File: config.mk
export PLATFORM = sky130hd
export DESIGN_NAME = fifo_mailbox_mc
export DESIGN_NICKNAME = d
export VERILOG_FILES = /design/src/rtl/fifo_mailbox_pkg.sv /design/src/rtl/fifo_v3.sv /design/src/rtl/fifo_mailbox_mc.sv
export SDC_FILE = /design/constraint.sdc
export NUM_CORES = 1
export LEC_CHECK = 0
export CORE_AREA = 5 5 299 301
export CTS_BUF_LIST = sky130_fd_sc_hd__clkbuf_16
export DETAILED_ROUTE_END_ITERATION = 16
export DIE_AREA = 0 0 304 306
export PLACE_DENSITY = 0.65
export SLEW_MARGIN = 20
export SYNTH_ARGS = -nofsm -noshare
export SYNTH_HDL_FRONTEND = slang
export SYNTH_SLANG_ARGS = --single-unit
File: constraint.sdc
create_clock -name clk_i -period 8.8 [get_ports clk_i]
set_clock_uncertainty 0.05 [all_clocks]
set_input_delay 2.64 -clock clk_i [delete_from_list [all_inputs] [get_ports clk_i]]
set_output_delay 2.64 -clock clk_i [all_outputs]
set_load 0.05 [all_outputs]
File: src/rtl/fifo_mailbox_pkg.sv
// Shared constants and address decode for the multi-channel OBI FIFO mailbox.
// Status word layout, control word layout and the channel/region split of an address.
package fifo_mailbox_pkg;

    localparam int unsigned USAGE_LSB  = 0;
    localparam int unsigned EMPTY_BIT  = 16;
    localparam int unsigned FULL_BIT   = 17;
    localparam int unsigned IRQ_BIT    = 18;
    localparam int unsigned FLUSH_BIT  = 0;

    localparam int unsigned DEC_ADDR_W = 64;
    localparam int unsigned MAX_CH_W   = 5;

    typedef struct packed {
        logic                region;
        logic [MAX_CH_W-1:0] ch;
    } addr_dec_t;

    // Word address bits [2 +: ch_w] select the channel; the next bit up selects data (0) or status (1).
    function automatic addr_dec_t decode_addr(input logic [DEC_ADDR_W-1:0] addr,
                                              input int unsigned           ch_w);
        addr_dec_t             dec;
        logic [DEC_ADDR_W-1:0] mask;
        mask       = (DEC_ADDR_W'(1) << ch_w) - DEC_ADDR_W'(1);
        dec.ch     = MAX_CH_W'((addr >> 2) & mask);
        dec.region = 1'((addr >> (ch_w + 2)));
        return dec;
    endfunction

endpackage

File: src/rtl/fifo_v3.sv
// Single-clock word FIFO with synchronous flush; usage wraps to 0 when full (full_o disambiguates).
// Flush takes priority over a same-cycle push or pop; a same-cycle pop still sees the current head.
module fifo_v3 #(
    parameter int unsigned DATA_WIDTH = 32,
    parameter int unsigned DEPTH      = 8,
    parameter int unsigned ADDR_DEPTH = $clog2(DEPTH)
) (
    input  logic                  clk_i,
    input  logic                  rst_ni,
    input  logic                  flush_i,
    input  logic                  testmode_i,
    output logic                  full_o,
    output logic                  empty_o,
    output logic [ADDR_DEPTH-1:0] usage_o,
    input  logic [DATA_WIDTH-1:0] data_i,
    input  logic                  push_i,
    output logic [DATA_WIDTH-1:0] data_o,
    input  logic                  pop_i
);

    localparam logic [ADDR_DEPTH:0] FULL_CNT = (ADDR_DEPTH + 1)'(DEPTH);

    logic [ADDR_DEPTH-1:0] rd_ptr_q, rd_ptr_d;
    logic [ADDR_DEPTH-1:0] wr_ptr_q, wr_ptr_d;
    logic [ADDR_DEPTH:0]   cnt_q, cnt_d;
    logic [DATA_WIDTH-1:0] mem_q [DEPTH];
    logic                  do_push, do_pop;
    logic                  unused_testmode;

    assign unused_testmode = testmode_i;

    assign full_o  = (cnt_q == FULL_CNT);
    assign empty_o = (cnt_q == '0);
    assign usage_o = cnt_q[ADDR_DEPTH-1:0];
    assign data_o  = mem_q[rd_ptr_q];
    assign do_push = push_i & ~full_o;
    assign do_pop  = pop_i & ~empty_o;

    always_comb begin
        rd_ptr_d = rd_ptr_q;
        wr_ptr_d = wr_ptr_q;
        cnt_d    = cnt_q;
        if (flush_i) begin
            rd_ptr_d = '0;
            wr_ptr_d = '0;
            cnt_d    = '0;
        end else begin
            if (do_push) wr_ptr_d = wr_ptr_q + ADDR_DEPTH'(1);
            if (do_pop)  rd_ptr_d = rd_ptr_q + ADDR_DEPTH'(1);
            case ({do_push, do_pop})
                2'b10:   cnt_d = cnt_q + (ADDR_DEPTH + 1)'(1);
                2'b01:   cnt_d = cnt_q - (ADDR_DEPTH + 1)'(1);
                default: cnt_d = cnt_q;
            endcase
        end
    end

    always_ff @(posedge clk_i or negedge rst_ni) begin
        if (!rst_ni) begin
            rd_ptr_q <= '0;
            wr_ptr_q <= '0;
            cnt_q    <= '0;
        end else begin
            rd_ptr_q <= rd_ptr_d;
            wr_ptr_q <= wr_ptr_d;
            cnt_q    <= cnt_d;
        end
    end

    // Storage needs no reset: the pointers/count decide what is readable.
    always_ff @(posedge clk_i) begin
        if (do_push && !flush_i) mem_q[wr_ptr_q] <= data_i;
    end

endmodule

File: src/rtl/fifo_mailbox_mc.sv
// Multi-channel OBI FIFO mailbox: writer port pushes/flushes per channel, reader port pops or reads status.
// Per-channel level interrupt when usage reaches IRQ_THRESHOLD.
module fifo_mailbox_mc
    import fifo_mailbox_pkg::*;
#(
    parameter int unsigned DATA_WIDTH    = 32,
    parameter int unsigned ADDR_WIDTH    = 32,
    parameter int unsigned FIFO_DEPTH    = 8,
    parameter int unsigned NUM_CH        = 4,
    parameter int unsigned IRQ_THRESHOLD = 6
) (
    input  logic                  clk_i,
    input  logic                  rst_ni,
    input  logic                  writer_req_i,
    output logic                  writer_gnt_o,
    output logic                  writer_rvalid_o,
    input  logic [ADDR_WIDTH-1:0] writer_addr_i,
    input  logic                  writer_we_i,
    input  logic [3:0]            writer_be_i,
    input  logic [DATA_WIDTH-1:0] writer_wdata_i,
    output logic [DATA_WIDTH-1:0] writer_rdata_o,
    input  logic                  reader_req_i,
    output logic                  reader_gnt_o,
    output logic                  reader_rvalid_o,
    input  logic [ADDR_WIDTH-1:0] reader_addr_i,
    input  logic                  reader_we_i,
    input  logic [3:0]            reader_be_i,
    input  logic [DATA_WIDTH-1:0] reader_wdata_i,
    output logic [DATA_WIDTH-1:0] reader_rdata_o,
    output logic [NUM_CH-1:0]     irq_o
);

    localparam int unsigned CH_W    = (NUM_CH > 1) ? $clog2(NUM_CH) : 1;
    localparam int unsigned PTR_W   = $clog2(FIFO_DEPTH);
    localparam int unsigned USAGE_W = PTR_W + 1;

    // Handshake: a transaction is accepted on a cycle with req & gnt; rvalid is high exactly
    // one cycle later for one cycle, so back-to-back acceptances give back-to-back rvalids.
    // gnt is combinational and only drops for a push to a full or a pop from an empty channel.

    addr_dec_t             w_dec, r_dec;
    logic [CH_W-1:0]       w_ch, r_ch;
    logic                  w_push_acc, w_ctrl_acc, r_pop_acc, r_acc;
    logic [NUM_CH-1:0]     full, empty, push, pop, flush, irq;
    logic [PTR_W-1:0]      fifo_usage [NUM_CH];
    logic [USAGE_W-1:0]    usage [NUM_CH];
    logic [DATA_WIDTH-1:0] head [NUM_CH];
    logic                  writer_rvalid_q, reader_rvalid_q;
    logic [DATA_WIDTH-1:0] reader_rdata_q, reader_rdata_d;
    logic                  unused_ok;

    assign w_dec = decode_addr(DEC_ADDR_W'(writer_addr_i), CH_W);
    assign r_dec = decode_addr(DEC_ADDR_W'(reader_addr_i), CH_W);
    assign w_ch  = w_dec.ch[CH_W-1:0];
    assign r_ch  = r_dec.ch[CH_W-1:0];

    assign unused_ok = ^{w_dec, r_dec, writer_be_i, reader_be_i, reader_wdata_i};

    always_comb begin
        writer_gnt_o = 1'b1;
        if (writer_we_i && !w_dec.region) writer_gnt_o = ~full[w_ch];
    end

    always_comb begin
        reader_gnt_o = 1'b1;
        if (!reader_we_i && !r_dec.region) reader_gnt_o = ~empty[r_ch];
    end

    assign w_push_acc = writer_req_i & writer_gnt_o & writer_we_i & ~w_dec.region;
    assign w_ctrl_acc = writer_req_i & writer_gnt_o & writer_we_i &  w_dec.region;
    assign r_acc      = reader_req_i & reader_gnt_o;
    assign r_pop_acc  = r_acc & ~reader_we_i & ~r_dec.region;

    for (genvar c = 0; c < NUM_CH; c++) begin : g_ch
        assign push[c]  = w_push_acc && (w_ch == CH_W'(c));
        assign flush[c] = w_ctrl_acc && writer_wdata_i[FLUSH_BIT] && (w_ch == CH_W'(c));
        assign pop[c]   = r_pop_acc && (r_ch == CH_W'(c));

        fifo_v3 #(
            .DATA_WIDTH (DATA_WIDTH),
            .DEPTH      (FIFO_DEPTH)
        ) u_fifo (
            .clk_i      (clk_i),
            .rst_ni     (rst_ni),
            .flush_i    (flush[c]),
            .testmode_i (1'b0),
            .full_o     (full[c]),
            .empty_o    (empty[c]),
            .usage_o    (fifo_usage[c]),
            .data_i     (writer_wdata_i),
            .push_i     (push[c]),
            .data_o     (head[c]),
            .pop_i      (pop[c])
        );

        // fifo_v3 usage wraps to zero at full depth.
        assign usage[c] = full[c] ? USAGE_W'(FIFO_DEPTH) : {1'b0, fifo_usage[c]};
        assign irq[c]   = (usage[c] >= USAGE_W'(IRQ_THRESHOLD));
    end

    function automatic logic [DATA_WIDTH-1:0] status_word(input logic [USAGE_W-1:0] u,
                                                          input logic e,
                                                          input logic f,
                                                          input logic i);
        logic [DATA_WIDTH-1:0] s;
        s                   = '0;
        s[USAGE_LSB +: 16]  = 16'(u);
        s[EMPTY_BIT]        = e;
        s[FULL_BIT]         = f;
        s[IRQ_BIT]          = i;
        return s;
    endfunction

    always_comb begin
        reader_rdata_d = reader_rdata_q;
        if (r_acc) begin
            if (reader_we_i)       reader_rdata_d = '0;
            else if (!r_dec.region) reader_rdata_d = head[r_ch];
            else                   reader_rdata_d = status_word(usage[r_ch], empty[r_ch],
                                                                full[r_ch], irq[r_ch]);
        end
    end

    always_ff @(posedge clk_i or negedge rst_ni) begin
        if (!rst_ni) begin
            writer_rvalid_q <= 1'b0;
            reader_rvalid_q <= 1'b0;
            reader_rdata_q  <= '0;
        end else begin
            writer_rvalid_q <= writer_req_i & writer_gnt_o;
            reader_rvalid_q <= r_acc;
            reader_rdata_q  <= reader_rdata_d;
        end
    end

    assign writer_rvalid_o = writer_rvalid_q;
    assign reader_rvalid_o = reader_rvalid_q;
    assign reader_rdata_o  = reader_rdata_q;
    assign writer_rdata_o  = '0;
    assign irq_o           = irq;

endmodule
==> results of run 1 <==
stage by stage:
stage               std cells  power [mW]  instance area [sq um]  setup WS, ps  utilization, %
floorplan                2014       7.993                  42780          2363               -
global placement         3170       8.603                  44880         956.9           51.98
detailed placement       3172       8.660                  44940         925.3           52.05
CTS                      3374       13.14                  48430         908.5           56.09
global route             3375       13.53                  48450         777.8           56.11
finish                   3375       13.02                  48450         894.8           56.11
path summary, 6_finish.rpt:
kind                                                   end  slack, ps  cells past startpoint
worst max-delay path                          reader_gnt_o        890                      7
worst min-delay path                     reader_rdata_o[2]        440                      2
worst max register to register           reader_rdata_o[3]       5240                      5
worst min register to register           reader_rdata_o[2]        440                      2
max in group asynchronous       g_ch[1].u_fifo.rd_ptr_q[1]       6110                      1
min in group asynchronous          g_ch[3].u_fifo.cnt_q[0]       1960                      1
worst max-delay path: stages:
cell             delay (ps)
clkdlybuf4s50_1         620
buf_4                   300
or2_1                   280
o22ai_2                 290
nor2_1                  150
nand2_1                 120
clkdlybuf4s50_1         810
metal layers:
layer / wire, microns / share of wire (%)
met5: 0 / 0
met3: 10350 / 9.9
met1: 42410 / 40
met4: 2920 / 2.8
met2: 49150 / 47
flip-flops by register name, indices dropped and copies added, names as in the netlist:
signal and cells:
g_ch.u_fifo.wr_ptr_q 12, g_ch.u_fifo.mem_q 1024, g_ch.u_fifo.rd_ptr_q 12, writer_rvalid_o 1, reader_rdata_o 32, reader_rvalid_o 1, g_ch.u_fifo.cnt_q 16
Yosys cell counts, types with 3 or more instances:
| cell type | n | area share, % |
|---|---|---|
| a21o_1 | 4 | 0.070 |
| a21oi_1 | 17 | 0.20 |
| a221o_1 | 3 | 0.070 |
| a22o_1 | 27 | 0.55 |
| a22oi_1 | 116 | 2.0 |
| and3_1 | 3 | 0.044 |
| and3b_1 | 3 | 0.062 |
| buf_1 | 4 | 0.035 |
| buf_2 | 31 | 0.36 |
| buf_4 | 41 | 0.72 |
| buf_6 | 19 | 0.50 |
| clkbuf_1 | 37 | 0.33 |
| dfrtp_1 | 74 | 4.3 |
| edfxtp_1 | 1024 | 72 |
| fa_1 | 4 | 0.19 |
| ha_1 | 20 | 0.59 |
| inv_1 | 9 | 0.079 |
| mux2_2 | 7 | 0.18 |
| mux2i_1 | 13 | 0.31 |
| mux4_2 | 255 | 13 |
| nand2_1 | 33 | 0.29 |
| nand2b_1 | 22 | 0.32 |
| nand3_1 | 5 | 0.059 |
| nand3b_1 | 6 | 0.11 |
| nand4_1 | 31 | 0.45 |
| nor2_1 | 63 | 0.55 |
| nor2b_1 | 7 | 0.10 |
| nor3_1 | 16 | 0.19 |
| nor3_2 | 5 | 0.12 |
| nor4_1 | 3 | 0.044 |
| nor4b_1 | 4 | 0.082 |
| o21ai_0 | 20 | 0.23 |
| o22ai_1 | 3 | 0.044 |
| or3_1 | 7 | 0.10 |
| xnor2_1 | 8 | 0.16 |
| xor2_1 | 16 | 0.33 |
layout make-up:
class	count	share of cell area, %
sequential	1098	67.36
multi-input combinational	775	19.78
clock buffer	109	5.630
tap	1155	2.983
timing repair buffer	136	2.621
clock inverter	93	1.565
inverter	9	0.06973
report_power, final:
group	total [mW]	leakage, nW	switching (mW)	internal [mW]
registers	6.21	10.2	0.381	5.83
clock network	4.50	1.81	1.93	2.57
logic	2.31	3.42	1.15	1.16
total	13.0	15.4	3.46	9.56
kinds of logic after synthesis:
kind of cell,count (synthesis),synth area share (%)
DFF,1098,76.42
muxes,275,13.95
and+or+nand+nor,219,2.830
AOI/OAI and AO/OA,201,3.499
buffers and inverters,141,2.027
adders and majority gates,24,0.7743
xor gates and xnor gates,24,0.4927
other,1,0.008790
==> flow_summary.toml, run 1 <==
[outcome]
status = "complete, no violations"

[floorplan]
die_h_microns = 306
die_w_microns = 304
ios = 214
die-area_sq_mm = 0.09302
coreArea_sq_mm = 0.08635
initial_utilization_pct = 49.41
rows = 108

[cells_and_area]
finalNetCount = 2294
area_growth_pct = 13.56
drive_above_1_share_pct = 24.01
multi_input_area_sq_mm = 0.009580
final_common_cell = "edfxtp_1"
fillers = 6357
diodes = 0
layout_common_cells = "1024 x edfxtp_1, 255 x mux4_2, 116 x a22oi_1"
regArea_sq_mm = 0.03263

[grt]
grt_pass1_vias = 21510
grtUsageTotal_pct = 22.34
met2_usage_pct = 34.52
gr-max-usage-layer = "met2"
grt_pass1_wl_mm = 150.5
grtUsageMet1_pct = 32.25
grt-ovfl-total = 0
grt_max_degree = 75
antenna_found_initial = 2
met3_usage_pct = 5.778

[clock_network]
cts.clk_slew.worst_paths_ps = 60
cts-root-buf = "clkbuf_16"
clk_latency_ps = 680
cts_tree = "done"
numCtsBuffers = 108
postCtsSetupRepairBufs = 0
clockBufferDepth = 3
cts-resized-gates = 0
numClockSinks = 1098
hold_buffers = 0
htreeDepth = 3

[detailed_routing]
avgViaCountPerCell = 6.220
drt_wl_total_mm = 104.8
drt_iter0_drc = 2464
route.detailed.drc = 0
num_vias = 20990
first_pass_iters = 5
ant_nets = 0
detail_route.wl_per_cell_microns = 31.06

[sta]
rsz0062_at_grt = "false"
setup_viol = 0
final_hold_viol_count = 0
worst_slew_pin_slew_ps = 1109
fin_crit_ps = 7905
max_freq_mhz = 126.5
whs_ps = 437.5
setup_tns_ps = 0
post-route-period-util_pct = 89.83
slew_headroom_pct = 25.81
slew_violations = 0

[worst_setup_path]
worstPathArrival_ps = 5220
critPathRequiredTime_ps = 6110
worstSetupPathType = "input port to output port"
startpoint_type = "input port"
rr_startpoint = "g_ch[2].u_fifo.rd_ptr_q[0]"
crit_path_start = "reader_addr_i[3]"
crit_path_end_kind = "output port"
crit_fanout = 12

[power]
powerDensity_mw_per_mm2 = 268.9
peakVddDrop_mv = 0.1716
p_leak_nw = 15.41

[yosys]
synth_edf_count = 1024
synth_warnings = 0
ys_types = 52
async_flop_share_pct = 6.740
synth-seq-cells = 1098
syn_inst = 1983
syn_area_sq_mm = 0.04266
syn_avg_cell_area_sq_um = 21.51
synth_ff_type = "edfxtp_1"
yosysSeqAreaShare_pct = 76.42

[place]
dp_hpwl_mm = 56.59
portBuffers = 83
place.gp.congestion = 0.7662

[job]
cap_violations = 0

[worst_hold_path]
hold_start = "reader_rdata_o[2]"
min_path_type = "flip-flop to flip-flop"
Power figures use the tool's default switching activity.
==> run 2: changes to the inputs <==
- ABC_AREA: unset -> 1
- CORE_AREA: 5 5 299 301 -> 5 5 307 309
- DIE_AREA: 0 0 304 306 -> 0 0 312 314
- SLEW_MARGIN: 20 -> 15
==> flow_summary.toml, run 2 <==
[outcome]
status = "complete, no violations"

[yosys]
async_flop_share_pct = 6.740
synth-seq-cells = 1098
synth_most_common_cell = "edfxtp_1"
synth_common_cells = "1024 x edfxtp_1, 819 x nand2_1, 715 x nor2_1"
syn_avg_cell_area_sq_um = 11.32
synth_area_leader_cell = "edfxtp_1"
synth_warnings = 0
syn_inst = 3998
synth_edf_count = 1024
synth_top_area_share_pct = 67.96
ys_types = 33
synth_ff_type = "edfxtp_1"
yosysSeqAreaShare_pct = 72.05
syn_area_sq_mm = 0.04525
synth.area.top_cells = "edfxtp_1 68%, nand2_1 6.8%, nor2_1 5.9%"

[detailed_routing]
first_pass_iters = 5
avgViaCountPerCell = 5.535
route.detailed.drc = 0
drt_iter0_drc = 3070
ant_nets = 0
drt_wl_total_mm = 115.2
num_vias = 29520
detail_route.wl_per_cell_microns = 21.59

[clock_network]
numCtsBuffers = 111
clockBufferDepth = 3
numClockSinks = 1098
cts.clk_slew.worst_paths_ps = 60
clk_latency_ps = 670
cts-resized-gates = 0
postCtsSetupRepairBufs = 0
cts_tree = "done"
hold_buffers = 0
cts-root-buf = "clkbuf_16"
htreeDepth = 3

[cells_and_area]
top_register = "g_ch.u_fifo.mem_q"
area_growth_pct = 12.26
fillers = 7402
finalNetCount = 4221
largest_reg_flops = 1024
layout_common_cells = "1024 x edfxtp_1, 819 x nand2_1, 704 x nor2_1"
final_common_cell = "edfxtp_1"
fin_cells = 5333
drive_above_1_share_pct = 7.021

[power]
p_leak_nw = 18.82
powerDensity_mw_per_mm2 = 281.5
peakVddDrop_mv = 0.1780
power_mw = 14.30

[sta]
slew_violations = 0
whs_ps = 431.5
final_hold_viol_count = 0
max_freq_mhz = 130.0
setup_viol = 0
slew_headroom_pct = 24.69
post-route-period-util_pct = 87.38
rsz0062_at_grt = "false"
setup_tns_ps = 0
worst_slew_pin_slew_ps = 1126
fin_crit_ps = 7690

[place]
placedCellCount = 5128
portBuffers = 83
dp_hpwl_mm = 62.34
place.gp.congestion = 0.8419

[floorplan]
die-area_sq_mm = 0.09797
rows = 111
die_w_microns = 312
coreArea_sq_mm = 0.09111
ios = 214
initial_utilization_pct = 49.66
die_h_microns = 314

[worst_hold_path]
holdPathEnd = "reader_rdata_o[20]"
min_path_cells = 2
hold_start = "reader_rdata_o[20]"
min_path_type = "flip-flop to flip-flop"

[grt]
grtUsageTotal_pct = 23.24
grt-ovfl-total = 0
grt_max_degree = 97
grt_pass1_wl_mm = 173.6
grt_pass1_vias = 28010
antenna_found_initial = 3

[worst_setup_path]
worstPathArrival_ps = 5000
rr_startpoint = "g_ch[1].u_fifo.rd_ptr_q[0]"
worstSetupPathType = "input port to output port"
crit_path_end_kind = "output port"
slowest_delay_ps = 780
reg2reg_depth = 10
startpoint_type = "input port"
path_cells = "clkdlybuf4s50_1 > inv_2 > nand2_1 > inv_2 > nand2_1 > nand2_1 > nor2_1 > nand2_2 > clkdlybuf4s50_1"
cp_slowest_cell = "clkdlybuf4s50_1"
crit_fanout = 5
cp_common_cell = "nand2_1"
r2r_slack_ps = 4650
critPathRequiredTime_ps = 6110
r2r_end = "reader_rdata_o[2]"

[job]
cap_violations = 0
run 2: worst max path at each step:
| stage | from | depth (start not counted) | end | slack, ps |
|---|---|---|---|---|
| floorplan | writer_we_i | 5 | g_ch[2].u_fifo.mem_q[6][0] | 2600 |
| global placement | reader_addr_i[3] | 9 | reader_gnt_o | 1140 |
| detailed placement | reader_addr_i[3] | 9 | reader_gnt_o | 1190 |
| CTS | reader_addr_i[3] | 9 | reader_gnt_o | 1180 |
| global route | reader_addr_i[3] | 9 | reader_gnt_o | 1080 |
| finish | reader_addr_i[3] | 9 | reader_gnt_o | 1110 |
run 2: per-layer routing:
layer / GRT usage (%) / vias up / wire (microns)
li1: - / 13860 / -
met1: 33.43 / 14320 / 49470
met2: 36.40 / 1151 / 51900
met3: 4.904 / 181 / 10570
met4: 6.626 / 4 / 3187
met5: 0 / - / 30
run 2: critical path, delay by kind of cell:
kind / cells / cell delay, ps
AND/OR/NAND/NOR: 5 / 850
buffers and inverters: 4 / 1480
run 2: final cells by class:
class	count	area (sq um)	share of cell area (%)
flip-flops and latches	1098	32620	64.22
clock buffers	113	2828	5.567
repair buffers	162	1371	2.700
diodes	2	5.005	0.009853
well taps	1186	1484	2.921
clock inverters	90	650.6	1.281
inverters	137	519.2	1.022
multi-input cells	2545	11320	22.28
run 2: stage by stage:
step | setup WS [ps] | cell area (sq um) | util (%)
after floorplan | 2604 | 45360 | -
after global placement | 1142 | 47360 | 51.98
after detailed placement | 1189 | 47360 | 51.98
after CTS | 1179 | 50840 | 55.80
after global routing | 1082 | 50790 | 55.75
final | 1110 | 50800 | 55.75
run 2: cell families after synthesis:
kind of cell / after synthesis / synth area share (%)
other cells: 1 / 0.008288
fa+ha+maj: 24 / 0.7300
simple gates: 2056 / 18.60
compound gates: 423 / 4.781
buf+inv: 386 / 3.636
flops: 1098 / 72.05
xor+xnor: 10 / 0.1936
run 2: power by group:
| group | switching (mW) | internal [mW] | total (mW) |
|---|---|---|---|
| Clock | 1.93 | 2.55 | 4.48 |
| Combinational | 2.64 | 1.07 | 3.71 |
| Sequential | 0.275 | 5.84 | 6.12 |
